`config.mk`:
```
export PLATFORM = sky130hd
export DESIGN_NAME = accel_spi_reader
export DESIGN_NICKNAME = d
export VERILOG_FILES = /design/src/rtl/accel_pkg.sv /design/src/rtl/spi_byte_shifter.sv /design/src/rtl/accel_spi_reader.sv
export SDC_FILE = /design/constraint.sdc
export NUM_CORES = 1
export LEC_CHECK = 0
export BUFFER_PORTS_ARGS = -buffer_cell sky130_fd_sc_hd__buf_2
export CAP_MARGIN = 20
export CELL_PAD_IN_SITES_DETAIL_PLACEMENT = 1
export CELL_PAD_IN_SITES_GLOBAL_PLACEMENT = 1
export CORE_MARGIN = 2
export CORE_UTILIZATION = 49
export DETAILED_ROUTE_END_ITERATION = 8
export PLACE_DENSITY = 0.81
export SYNTH_ARGS = -nofsm -noshare
export SYNTH_HDL_FRONTEND = slang
export SYNTH_SLANG_ARGS = --single-unit
```
`constraint.sdc`:
```
create_clock -name clk -period 8.3 [get_ports clk]
set_clock_uncertainty 0.1 [all_clocks]
set_input_delay 0.83 -clock clk [delete_from_list [all_inputs] [get_ports clk]]
set_output_delay 0.83 -clock clk [all_outputs]
set_load 0.05 [all_outputs]
```
`src/rtl/accel_pkg.sv`:
```
// accel_pkg: constants and types shared by the ADXL362 reader.
//   - ADXL362 command bytes, register addresses and the POWER_CTL value
//   - MID_SCALE: offset-binary value that means "level"
//   - state_t: top-level sequencer states; phase_t: chip-select phases
//   - to_offset_binary(): 12-bit two's complement axis -> 9-bit offset binary
package accel_pkg;

  localparam logic [7:0] CMD_WRITE     = 8'h0A;
  localparam logic [7:0] CMD_READ      = 8'h0B;
  localparam logic [7:0] REG_XDATA_L   = 8'h0E;
  localparam logic [7:0] REG_POWER_CTL = 8'h2D;
  localparam logic [7:0] PWR_MEASURE   = 8'h02;
  localparam logic [8:0] MID_SCALE     = 9'd256;

  // Index of the final byte in each transaction type.
  localparam logic [2:0] LAST_INIT_IDX = 3'd2;
  localparam logic [2:0] LAST_READ_IDX = 3'd5;

  typedef enum logic [1:0] {
    ST_INIT,
    ST_IDLE,
    ST_READ,
    ST_CONVERT
  } state_t;

  // PH_OFF: chip select high; PH_BYTES: shifting; PH_HOLD: CS hold after last edge.
  typedef enum logic [1:0] {
    PH_OFF,
    PH_BYTES,
    PH_HOLD
  } phase_t;

  // H[7:4] is sign extension on the sensor and is ignored; divide by 8 and
  // flip the sign bit to get 0..511 centred on 256.
  function automatic logic [8:0] to_offset_binary(input logic [7:0] lo,
                                                  input logic [7:0] hi);
    logic [11:0] s12;
    s12 = {hi[3:0], lo};
    return {~s12[11], s12[10:3]};
  endfunction

endpackage

```
`src/rtl/spi_byte_shifter.sv`:
```
// spi_byte_shifter: transfers one byte as an SPI mode-0 master.
//   clk, reset        : system clock, asynchronous active-high reset
//   start             : begin a byte (ignored while a byte is in progress)
//   tx_byte[7:0]      : byte to send, MSB first
//   miso              : serial data from the slave
//   sclk, mosi        : SPI clock (idles low) and serial data to the slave
//   rx_byte[7:0]      : byte received, valid when done pulses
//   done              : one-clock pulse after the eighth falling SCLK edge
// Each SCLK level lasts HALF clocks. MOSI is updated on the same clk edge that
// drives SCLK low, and MISO is captured on the edge that drives SCLK high.
module spi_byte_shifter #(
  parameter int unsigned HALF = 50
) (
  input  logic       clk,
  input  logic       reset,
  input  logic       start,
  input  logic [7:0] tx_byte,
  input  logic       miso,
  output logic       sclk,
  output logic       mosi,
  output logic [7:0] rx_byte,
  output logic       done
);

  logic        r_active;
  logic        r_sclk;
  logic        r_mosi;
  logic        r_done;
  logic [31:0] r_cnt;
  logic [2:0]  r_bit;
  logic [6:0]  r_tx;
  logic [7:0]  r_rx;

  always_ff @(posedge clk or posedge reset) begin
    if (reset) begin
      r_active <= 1'b0;
      r_sclk   <= 1'b0;
      r_mosi   <= 1'b0;
      r_done   <= 1'b0;
      r_cnt    <= '0;
      r_bit    <= '0;
      r_tx     <= '0;
      r_rx     <= '0;
    end else begin
      r_done <= 1'b0;
      if (!r_active) begin
        if (start) begin
          r_active <= 1'b1;
          r_mosi   <= tx_byte[7];
          r_tx     <= tx_byte[6:0];
          r_cnt    <= '0;
          r_bit    <= '0;
        end
      end else if (r_cnt == HALF - 1) begin
        r_cnt <= '0;
        if (!r_sclk) begin
          r_sclk <= 1'b1;
          r_rx   <= {r_rx[6:0], miso};
        end else begin
          r_sclk <= 1'b0;
          if (r_bit == 3'd7) begin
            r_active <= 1'b0;
            r_done   <= 1'b1;
            r_mosi   <= 1'b0;
          end else begin
            r_bit  <= r_bit + 3'd1;
            r_mosi <= r_tx[6];
            r_tx   <= {r_tx[5:0], 1'b0};
          end
        end
      end else begin
        r_cnt <= r_cnt + 32'd1;
      end
    end
  end

  assign sclk    = r_sclk;
  assign mosi    = r_mosi;
  assign rx_byte = r_rx;
  assign done    = r_done;

endmodule

```
`src/rtl/accel_spi_reader.sv`:
```
// accel_spi_reader: ADXL362 SPI master producing 9-bit offset-binary tilt.
//   clk, reset           : system clock, asynchronous active-high reset
//   spi_sclk/mosi/cs_n   : SPI master outputs (mode 0)
//   spi_miso             : SPI slave data in
//   accel_x, accel_y     : tilt per axis, 256 = level
//   sample_valid         : one-clock pulse when accel_x/accel_y update
//   busy                 : high while spi_cs_n is low
// After reset a POWER_CTL write enables measurement; then every sample tick a
// six-byte burst read fetches XL, XH, YL, YH which are converted together.
module accel_spi_reader #(
  parameter int unsigned CLK_FREQUENCY_HZ    = 100000000,
  parameter int unsigned SCLK_FREQUENCY_HZ   = 1000000,
  parameter int unsigned SAMPLE_FREQUENCY_HZ = 100,
  parameter int unsigned SIMULATE            = 0,
  parameter int unsigned SIMULATE_SAMPLE_CNT = 2000
) (
  input  logic       clk,
  input  logic       reset,
  output logic       spi_sclk,
  output logic       spi_mosi,
  input  logic       spi_miso,
  output logic       spi_cs_n,
  output logic [8:0] accel_x,
  output logic [8:0] accel_y,
  output logic       sample_valid,
  output logic       busy
);
  import accel_pkg::*;

  localparam int unsigned HALF     = CLK_FREQUENCY_HZ / (2 * SCLK_FREQUENCY_HZ);
  localparam int unsigned TICK_MAX = (SIMULATE != 0) ? SIMULATE_SAMPLE_CNT
                                   : CLK_FREQUENCY_HZ / SAMPLE_FREQUENCY_HZ - 1;
  // Loaded on CS rise; a new transaction may start once it reaches zero,
  // giving exactly 2*HALF clocks of CS high.
  localparam int unsigned GAP_LOAD = 2 * HALF - 1;

  state_t      r_state;
  phase_t      r_phase;
  logic        r_cs_n;
  logic        r_start;
  logic [7:0]  r_tx_byte;
  logic [2:0]  r_idx;
  logic [31:0] r_hcnt;
  logic [31:0] r_gap;
  logic [31:0] r_tick_cnt;
  logic        r_tick;
  logic        r_pending;
  logic [7:0]  r_xl;
  logic [7:0]  r_xh;
  logic [7:0]  r_yl;
  logic [7:0]  r_yh;
  logic [8:0]  r_accel_x;
  logic [8:0]  r_accel_y;
  logic        r_valid;

  logic        w_sh_sclk;
  logic        w_sh_mosi;
  logic [7:0]  w_sh_rx;
  logic        w_sh_done;
  logic [2:0]  w_last_idx;

  function automatic logic [7:0] byte_for(input state_t st, input logic [2:0] idx);
    logic [7:0] b;
    b = 8'h00;
    if (st == ST_INIT) begin
      case (idx)
        3'd0:    b = CMD_WRITE;
        3'd1:    b = REG_POWER_CTL;
        3'd2:    b = PWR_MEASURE;
        default: b = 8'h00;
      endcase
    end else begin
      case (idx)
        3'd0:    b = CMD_READ;
        3'd1:    b = REG_XDATA_L;
        default: b = 8'h00;
      endcase
    end
    return b;
  endfunction

  assign w_last_idx = (r_state == ST_INIT) ? LAST_INIT_IDX : LAST_READ_IDX;

  spi_byte_shifter #(
    .HALF (HALF)
  ) u_shifter (
    .clk     (clk),
    .reset   (reset),
    .start   (r_start),
    .tx_byte (r_tx_byte),
    .miso    (spi_miso),
    .sclk    (w_sh_sclk),
    .mosi    (w_sh_mosi),
    .rx_byte (w_sh_rx),
    .done    (w_sh_done)
  );

  // Free-running sample tick.
  always_ff @(posedge clk or posedge reset) begin
    if (reset) begin
      r_tick_cnt <= '0;
      r_tick     <= 1'b0;
    end else if (r_tick_cnt == TICK_MAX) begin
      r_tick_cnt <= '0;
      r_tick     <= 1'b1;
    end else begin
      r_tick_cnt <= r_tick_cnt + 32'd1;
      r_tick     <= 1'b0;
    end
  end

  always_ff @(posedge clk or posedge reset) begin
    if (reset) begin
      r_state   <= ST_INIT;
      r_phase   <= PH_OFF;
      r_cs_n    <= 1'b1;
      r_start   <= 1'b0;
      r_tx_byte <= '0;
      r_idx     <= '0;
      r_hcnt    <= '0;
      r_gap     <= '0;
      r_pending <= 1'b0;
      r_xl      <= '0;
      r_xh      <= '0;
      r_yl      <= '0;
      r_yh      <= '0;
      r_accel_x <= MID_SCALE;
      r_accel_y <= MID_SCALE;
      r_valid   <= 1'b0;
    end else begin
      r_start <= 1'b0;
      r_valid <= 1'b0;
      if (r_gap != '0) r_gap <= r_gap - 32'd1;
      // Ticks outside IDLE are remembered; IDLE clears this when it consumes one.
      if (r_tick) r_pending <= 1'b1;

      case (r_state)
        ST_INIT, ST_READ: begin
          case (r_phase)
            PH_OFF: begin
              if (r_gap == '0) begin
                r_cs_n    <= 1'b0;
                r_start   <= 1'b1;
                r_tx_byte <= byte_for(r_state, 3'd0);
                r_idx     <= '0;
                r_phase   <= PH_BYTES;
              end
            end
            PH_BYTES: begin
              if (w_sh_done) begin
                if (r_state == ST_READ) begin
                  case (r_idx)
                    3'd2:    r_xl <= w_sh_rx;
                    3'd3:    r_xh <= w_sh_rx;
                    3'd4:    r_yl <= w_sh_rx;
                    3'd5:    r_yh <= w_sh_rx;
                    default: ;
                  endcase
                end
                if (r_idx == w_last_idx) begin
                  r_phase <= PH_HOLD;
                  r_hcnt  <= '0;
                end else begin
                  r_idx     <= r_idx + 3'd1;
                  r_tx_byte <= byte_for(r_state, r_idx + 3'd1);
                  r_start   <= 1'b1;
                end
              end
            end
            PH_HOLD: begin
              if (r_hcnt == HALF - 1) begin
                r_cs_n  <= 1'b1;
                r_gap   <= GAP_LOAD;
                r_phase <= PH_OFF;
                r_state <= (r_state == ST_INIT) ? ST_IDLE : ST_CONVERT;
              end else begin
                r_hcnt <= r_hcnt + 32'd1;
              end
            end
            default: r_phase <= PH_OFF;
          endcase
        end
        ST_IDLE: begin
          if (r_pending || r_tick) begin
            r_pending <= 1'b0;
            r_state   <= ST_READ;
          end
        end
        ST_CONVERT: begin
          r_accel_x <= to_offset_binary(r_xl, r_xh);
          r_accel_y <= to_offset_binary(r_yl, r_yh);
          r_valid   <= 1'b1;
          r_state   <= ST_IDLE;
        end
        default: r_state <= ST_INIT;
      endcase
    end
  end

  assign spi_sclk     = w_sh_sclk;
  assign spi_mosi     = w_sh_mosi;
  assign spi_cs_n     = r_cs_n;
  assign busy         = ~r_cs_n;
  assign accel_x      = r_accel_x;
  assign accel_y      = r_accel_y;
  assign sample_valid = r_valid;

endmodule

```
### After elaboration in Yosys (flattened, before gate mapping)

Cells that the tools add are included.

* $add $sub $neg: 6
* eq/ne operators: 28
* mux-type cells: 73
* bitwise logic cells: 4
* reductions and logical operators: 24

Operator list (count)
* 2-to-1 mux 32 bit: 11
* adder 32 x 1 -> 32 bit (second input constant): 3
* == test 32 x 6 -> 1 bit (second input constant): 2
* one-hot mux 32 bit (2 select lines): 1
* 2-to-1 mux 7 bit: 5
* AND reduction 5 bit: 7
* == test 32 x 20 -> 1 bit (second input constant): 1
* logical NOT 32 bit: 1
* 2-to-1 mux 8 bit: 4
* nonzero test 32 bit: 1
* subtractor 32 x 1 -> 32 bit (second input constant): 1
* 2-to-1 mux 1 bit: 27
* 2-to-1 mux 3 bit: 9
* inequality test 2 bit (second input constant): 10
* one-hot mux 6 bit (3 select lines): 1
* 2-to-1 mux 2 bit: 8
* one-hot mux 8 bit (2 select lines): 1
* one-hot mux 2 bit (3 select lines): 2
* == test 3 x 2 -> 1 bit (second input constant): 3
* == test 3 bit (second input constant): 3
* AND reduction 3 bit: 3
* one-hot mux 4 bit (2 select lines): 1
* AND reduction 4 bit: 2
* nonzero test 2 bit: 4
* other kinds (14): 24

* bits in registers: 212
* input bits: 3
* output and inout bits: 23

### Logic depth before layout (Yosys ltp)

Gate-level depths: netlist (run 1).

* word-level depth: 7
* depth in mapped cells: 9
* depth with buffers taken out: 7

### Modules after synthesis

A second synthesis (run 1) with hierarchy kept.

* cell total of the unflattened synthesis: 1007
* area total of the unflattened synthesis: 10373.7 sq um

By module, submodules not included
* accel_spi_reader: times used 1, cells each 705, area an instance 7452.1 sq um, seq. area each 3732.3 sq um
* spi_byte_shifter: times used 1, cells each 302, area an instance 2921.6 sq um, seq. area each 1351.3 sq um

### Worst setup path after synthesis (run 1)

Ideal clock, no wire load.

* kind: register to register
* from: register r_gap[14]
* to: register r_tx_byte[0]
* library setup time: 127 ps
* arrival time: 2353 ps
* required time: 8073 ps
* setup slack: 5720 ps
* stages on the path, launching flop included: 8
* buffers on the path: 2
* clock period less this slack: 2580 ps
* path through: dfrtp_1 -> or4_1 -> buf_2 -> or4_4 -> nor2_2 -> a41o_1 -> buf_6 -> mux2_1

* longest elaborated chain between the ends: 3

RTL lines
* start, declared: line accel_spi_reader.sv:44 `logic [31:0] r_gap;`
* start signal, assigned: line accel_spi_reader.sv:133 `if (r_gap != '0) r_gap <= r_gap - 32'd1;`
* logical NOT 32 bit: line accel_spi_reader.sv:141 `if (r_gap == '0) begin`
* inequality test 2 bit (no line)
* AND reduction 5 bit (no line)
* end signal, assigned: line accel_spi_reader.sv:144 `r_tx_byte <= byte_for(r_state, 3'd0);`
* end signal, assigned: line accel_spi_reader.sv:165 `r_tx_byte <= byte_for(r_state, r_idx + 3'd1);`
* end, declared: line accel_spi_reader.sv:41 `logic [7:0] r_tx_byte;`

Every way passes these cells.
A chain may end at the register's enable or synchronous reset.

### Final worst setup path (run 1)

* from: register r_state[0]
* to: register r_hcnt[31]

* longest elaborated chain between the ends: 5
* elaborated cells on any way between the ends: 7

RTL lines
* start, declared: line accel_spi_reader.sv:37 `state_t r_state;`
* start signal, assigned: line accel_spi_reader.sv:175 `r_state <= (r_state == ST_INIT) ? ST_IDLE : ST_CONVERT;`
* logical NOT 2 bit: line accel_spi_reader.sv:82, accel_spi_reader.sv:137
* 2-to-1 mux 3 bit: line accel_spi_reader.sv:82 `assign w_last_idx = (r_state == ST_INIT) ? LAST_INIT_IDX : LAST_READ_IDX;`
* == test 3 bit: line accel_spi_reader.sv:160 `if (r_idx == w_last_idx) begin`
* inequality test 2 bit (no line)
* AND reduction 5 bit (no line) (*)
* end signal, assigned: line accel_spi_reader.sv:177 `r_hcnt <= r_hcnt + 32'd1;`
* end, declared: line accel_spi_reader.sv:43 `logic [31:0] r_hcnt;`

Every way passes the cells marked *; elsewhere a longest branch is shown, timed or not.

==> results.toml, run 1 <==
[status]
status = "complete, no violations"

[pwr]
worst_ir_drop_vdd_mv = 0.129
p_leak_uw = 0.00518
power_uw = 2060
p_per_area_mw_per_mm2 = 183

[synth]
syn_nets = 1000
postSynthAreaPerCell_sq_um = 10.3
synthCells = 975
synth-seq-cells = 203
ys_async_sr_fraction_pct = 100
ys_seq_area_share_pct = 50.5
syn-cell-area_sq_mm = 0.0101
ys.warnings.count = 0
ys_types = 64
synth-edff-count = 0
synthFlopType = "dfrtp_1"

[route]
vias = 7840
drt_iter0_drc = 333
wl_um = 25100
vias_per_cell = 6.06
avgRoutedWirePerCell_um = 19.4
drtPass1Iterations = 4
drc = 0
ant_nets = 0

[die]
dieHeight_um = 147
die_w_um = 147
start_util_pct = 49.9
fp-row-count = 52
coreArea_sq_mm = 0.0202
die_area_sq_mm = 0.0217
ios = 26

[sta]
rsz0062_at_grt = "no"
fin_ws_ns = 4.73
hold_violations = 0
finalSetupViolations = 0
min_period_over_period_pct = 43.1
report.final.slew_viol_count = 0
tns_ns = 0
tightest_slew_ns = 1.06
slew_headroom_pct = 28.8
fmax_mhz = 280
fin_crit_ns = 3.57

[global_route]
grt_pass1_wl_um = 43000
grt_pass1_vias = 8320
groute.usage.overall_pct = 24.0
grt_antenna_before_repair = 0
grt_max_degree = 147
overflow = 0

[cts]
clk_path_buf_depth = 3
cts_hold_buffers = 0
cts_buffers = 23
ctsResizeCount = 0
cts_root_buf = "clkbuf_16"
worstSkewPairLatency_ns = 0.52
postCtsSetupRepairBufs = 0
htree_num_levels = 1
cts_sinks = 203
cts_tree = "built"
clkTransAtPathRegs_ns = 0.06

[placed_design]
hpwlAfterDp_um = 15900
place_inst = 1249
gp_congestion = 0.746
pre_cts_slack_ns = 5.04
portBuffers = 25

[worst_setup_path]
endpoint_kind = "register"
critPathMaxFanout = 32
worstPathArrival_ns = 3.91
start_kind = "register"
crit_required_ns = 8.64
path_class = "reg2reg"

[final_layout]
num-fill-cells = 2236
n_antenna_cell = 0
fin_cells = 1294
regArea_sq_mm = 0.00508
synthToLayoutAreaGrowth_pct = 12.3
num-nets-final = 1032
multiInputGateArea_sq_mm = 0.00473
final_util_pct = 56.0
drive_above_1_share_pct = 13.8

[flow_run]
drv_cap = 0

[worst_hold_path]
holdCritPathClass = "in2async"
## per-layer routing
layer	wire (um)	up-vias	GRT usage (%)	part of all wire, %
li1	-	3641	-	-
met1	11000	4035	31.2	44
met2	12800	113	42.3	51
met3	622	51	2.95	2.5
met4	677	0	6.73	2.7
met5	0	-	0	0
## path summary, 6_finish.rpt
kind | startpoint | endpoint | slack, ns | depth (start not counted)
min reg2reg | r_xh[3] | accel_x[8] | 0.33 | 1
max reg2reg | r_state[0] | r_hcnt[31] | 4.73 | 8
max | r_state[0] | r_hcnt[31] | 4.73 | 8
min | reset | u_shifter.r_cnt[11] | 0.13 | 2
max in group asynchronous | reset | r_xl[3] | 6.38 | 4
min in group clk | r_xh[3] | accel_x[8] | 0.33 | 1
## cell families after synthesis
family / share of synthesized area, %
AO/OA/AOI/OAI: 10.7
adder cells (fa/ha/maj): 2.73
buffers and inverters: 2.58
multiplexers: 6.86
XOR/XNOR: 4.96
flip-flops: 50.5
AND/OR/NAND/NOR: 21.7
## Yosys cell counts, types with 22 or more instances
cell      number  area [sq um]
a21oi_1       51           255
mux2_2        46           518
clkbuf_1      22          82.6
nand3_1       54           270
nor2_1        61           229
nand2_1       66           248
nor4_1        25           156
xor2_1        26           228
xnor2_1       31           272
o21ai_0       58           290
or3_1         32           200
inv_1         37           139
ha_1          22           275
dfrtp_1      200          5000
nand4_1       31           194
nor3_1        23           115
## sequential cells by signal, indices dropped and copies added, names as in the netlist, 2 cells and up
signal	count
accel_x	9
r_xh	4
r_yh	4
accel_y	9
r_idx	3
r_state	2
r_hcnt	32
u_shifter.r_bit	3
r_tx_byte	5
r_xl	5
r_tick_cnt	32
r_yl	5
u_shifter.rx_byte	8
u_shifter.r_tx	7
u_shifter.r_cnt	32
r_phase	2
r_gap	32
## cell usage in the layout, fill, tap and decap left out, drive strengths merged, types with 6 or more instances in the layout
cell | Yosys | final
and4 | 12 | 12
and2 | 7 | 7
ha | 22 | 22
xor2 | 26 | 26
nor3 | 24 | 24
a21oi | 51 | 51
nand2 | 66 | 66
a22o | 10 | 10
nand3 | 54 | 54
clkbuf | 22 | 37
nor4 | 29 | 29
nand2b | 6 | 6
mux2i | 15 | 15
inv | 37 | 38
o31ai | 10 | 10
nor2 | 62 | 62
mux2 | 48 | 48
a21o | 7 | 7
buf | 7 | 35
and3 | 21 | 21
or3 | 32 | 32
o21ai | 58 | 58
xnor2 | 31 | 31
nand4 | 32 | 32
dfrtp | 200 | 200
or4 | 20 | 20
## critical path, cell delays in order, from the launching register on
cell	delay (ns)
dfrtp_1	0.42
inv_1	0.14
ha_1	0.34
nor4bb_1	0.81
o2111a_1	0.31
buf_4	0.34
a21oi_1	0.34
or4_1	0.54
a21oi_1	0.14
## area by class of cell
class | count | share of cell area [%]
tap | 270 | 2.99
timing repair buffer | 36 | 1.97
inverter | 38 | 1.33
clock buffer | 36 | 6.14
clock inverter | 6 | 0.742
sequential | 203 | 45.0
multi-input combinational | 705 | 41.9
## power by group
part	switching [uW]	leakage, uW	internal (uW)
Sequential	0	0.00276	990
Clock	416	0.000385	636
Combinational	19.7	0.00204	2.19
## through the flow
| step | area, sq um | hold WS (ns) |
|---|---|---|
| 2_1_floorplan | 10100 | 0.286 |
| 3_3_place_gp | 10500 | 0.300 |
| 3_5_place_dp | 10500 | 0.313 |
| 4_1_cts | 11300 | 0.331 |
| 5_1_grt | 11300 | 0.133 |
| 6_report | 11300 | 0.132 |
(Power assumes the default switching activity.)
==> run 2, diff against run 1 <==
==> constraint.sdc (replaced) <==
create_clock -name clk -period 3.3 [get_ports clk]
set_clock_uncertainty 0.1 [all_clocks]
set_input_delay 0.33 -clock clk [delete_from_list [all_inputs] [get_ports clk]]
set_output_delay 0.33 -clock clk [all_outputs]
set_load 0.05 [all_outputs]
==> run 2 against run 1 <==
Net effect: clock-buffer cell count is 8 lower; worst hold slack improved by 0.20 ns; register-to-register slack got worse by 4.5 ns; setup slack worse by 4.5 ns; combinational power rose to 2.7 times the previous value; largest power group unchanged; sequential power rose to 2.5 times the previous value; fmax increased by 17%; core utilization rose by 0.48 points; critical path depth down 1; non-clock buffer count up 9.
==> results.toml, run 2 (synthesized netlist as in run 1, its figures left out) <==
[worst_setup_path]
rr_endpoint = "r_hcnt[31]"
path_class = "reg2reg"
start_kind = "register"
critPathMaxFanout = 12
worstPathArrival_ns = 3.39
r2r_slack_ns = 0.23
crit_required_ns = 3.62
r2r-start = "r_state[0]"
r2r_cells = 7
endpoint_kind = "register"

[die]
die_w_um = 147
coreArea_sq_mm = 0.0202
fp-row-count = 52
dieHeight_um = 147
die_area_sq_mm = 0.0217
start_util_pct = 49.9
ios = 26

[sta]
finalSetupViolations = 0
report.final.slew_viol_count = 0
tns_ns = 0
slew_headroom_pct = 38.5
rsz0062_at_grt = "no"
fin_crit_ns = 3.07
fmax_mhz = 326
min_period_over_period_pct = 93.0
hold_violations = 0
tightest_slew_ns = 0.923

[final_layout]
final_common_cell = "dfrtp_1"
final_util_pct = 56.5
num-nets-final = 1041
n_antenna_cell = 0
most-common-layout-cells = "200 x dfrtp_1, 66 x nand2_1, 61 x nor2_1, 57 x o21ai_0, 54 x nand3_1"
synthToLayoutAreaGrowth_pct = 13.2
drive_above_1_share_pct = 14.4
num-fill-cells = 2182

[cts]
cts_sinks = 203
clk_path_buf_depth = 3
ctsResizeCount = 0
cts_tree = "built"
cts_root_buf = "clkbuf_16"
cts_buffers = 23
clkTransAtPathRegs_ns = 0.06
worstSkewPairLatency_ns = 0.51
htree_num_levels = 1

[placed_design]
gp_congestion = 0.793
portBuffers = 25
hpwlAfterDp_um = 17200

[route]
drtPass1Iterations = 5
wl_um = 25800
vias = 7857
drt_iter0_drc = 346
vias_per_cell = 6.04
ant_nets = 0
avgRoutedWirePerCell_um = 19.8
drc = 0

[flow_run]
drv_cap = 0

[status]
status = "complete, no violations"

[global_route]
grt_pass1_vias = 8521
grt_pass1_wl_um = 44000
overflow = 0
grt_max_degree = 69
groute.usage.overall_pct = 24.6
grt_antenna_before_repair = 0

[pwr]
worst_ir_drop_vdd_mv = 0.320
p_leak_uw = 0.00522
p_per_area_mw_per_mm2 = 463

[worst_hold_path]
worstHoldStart = "r_yh[3]"
holdCritPathClass = "reg2reg"
whs_endpoint = "accel_y[8]"
holdPathStages = 1
-- run 2: cell types whose count changed in the layout (fill, tap and decap cells not counted) --
cell	delta
clkbuf_1	-3
clkbuf_8	-5
buf_12	+2
buf_2	-1
inv_8	-1
clkbuf_2	-1
buf_4	+8
bufinv_16	+3
clkinvlp_4	+2
dlygate4sd3_1	+2
inv_6	-1
clkinv_2	+2
buf_16	-1
-- run 2: what timing repair did --
| action | 4_1_cts | 5_1_grt |
|---|---|---|
| hold endpoints to repair | 27 | 0 |
| buffers inserted | 0 | 0 |
| hold buffers | 2 | 0 |
-- run 2: critical path, cell delays in order, from the launching register on --
cell      delay (ns)
dfrtp_1         0.43
inv_1           0.16
ha_1            0.33
nor4bb_1        0.61
o2111a_1        0.37
a21oi_1         0.28
or4_1           0.55
a21oi_1         0.15
-- run 2: area by class of cell --
class                      count  area, sq um  share of cell area, %
multi-input combinational    705         4730                   41.5
sequential                   203         5080                   44.6
timing repair buffer          45          305                   2.68
clock inverter                11          183                   1.60
clock buffer                  28          614                   5.39
inverter                      38          146                   1.28
tap                          270          338                   2.96
-- run 2: stage by stage --
step	power (uW)	area, sq um	hold WS, ns	setup slack [ns]	std cells
2_1_floorplan	2570	10100	0.286	0.242	975
3_3_place_gp	2590	10600	0.300	0.450	1259
3_5_place_dp	2600	10600	0.337	0.339	1259
4_1_cts	5340	11400	0.336	0.232	1300
5_1_grt	5430	11400	0.381	0.00179	1300
6_report	5280	11400	0.335	0.232	1300
-- run 2: how the worst max path moves through the flow --
stage	slack (ns)	from	to
after CTS	0.23	r_state[0]	r_hcnt[31]
after detailed placement	0.34	r_state[0]	r_hcnt[27]
final	0.23	r_state[0]	r_hcnt[31]
after floorplan	0.24	reset	accel_x[0]
after global placement	0.45	r_gap[14]	r_tx_byte[0]
after global routing	0.002	r_state[0]	r_hcnt[31]
-- run 2: routing by layer --
| layer | track usage (%) | up-vias | share of wire (%) |
|---|---|---|---|
| met3 | 3.17 | 65 | 2.5 |
| met1 | 30.5 | 4016 | 43 |
| met5 | 0 | - | 0 |
| met4 | 7.98 | 0 | 3.0 |
| li1 | - | 3646 | - |
| met2 | 44.4 | 130 | 52 |
-- run 2: power by group --
group	internal [uW]	switching, uW	leakage [uW]
Sequential	2490	0	0.00276
Combinational	9.05	50.8	0.00208
Clock	1710	1030	0.000392
Total	4200	1080	0.00522
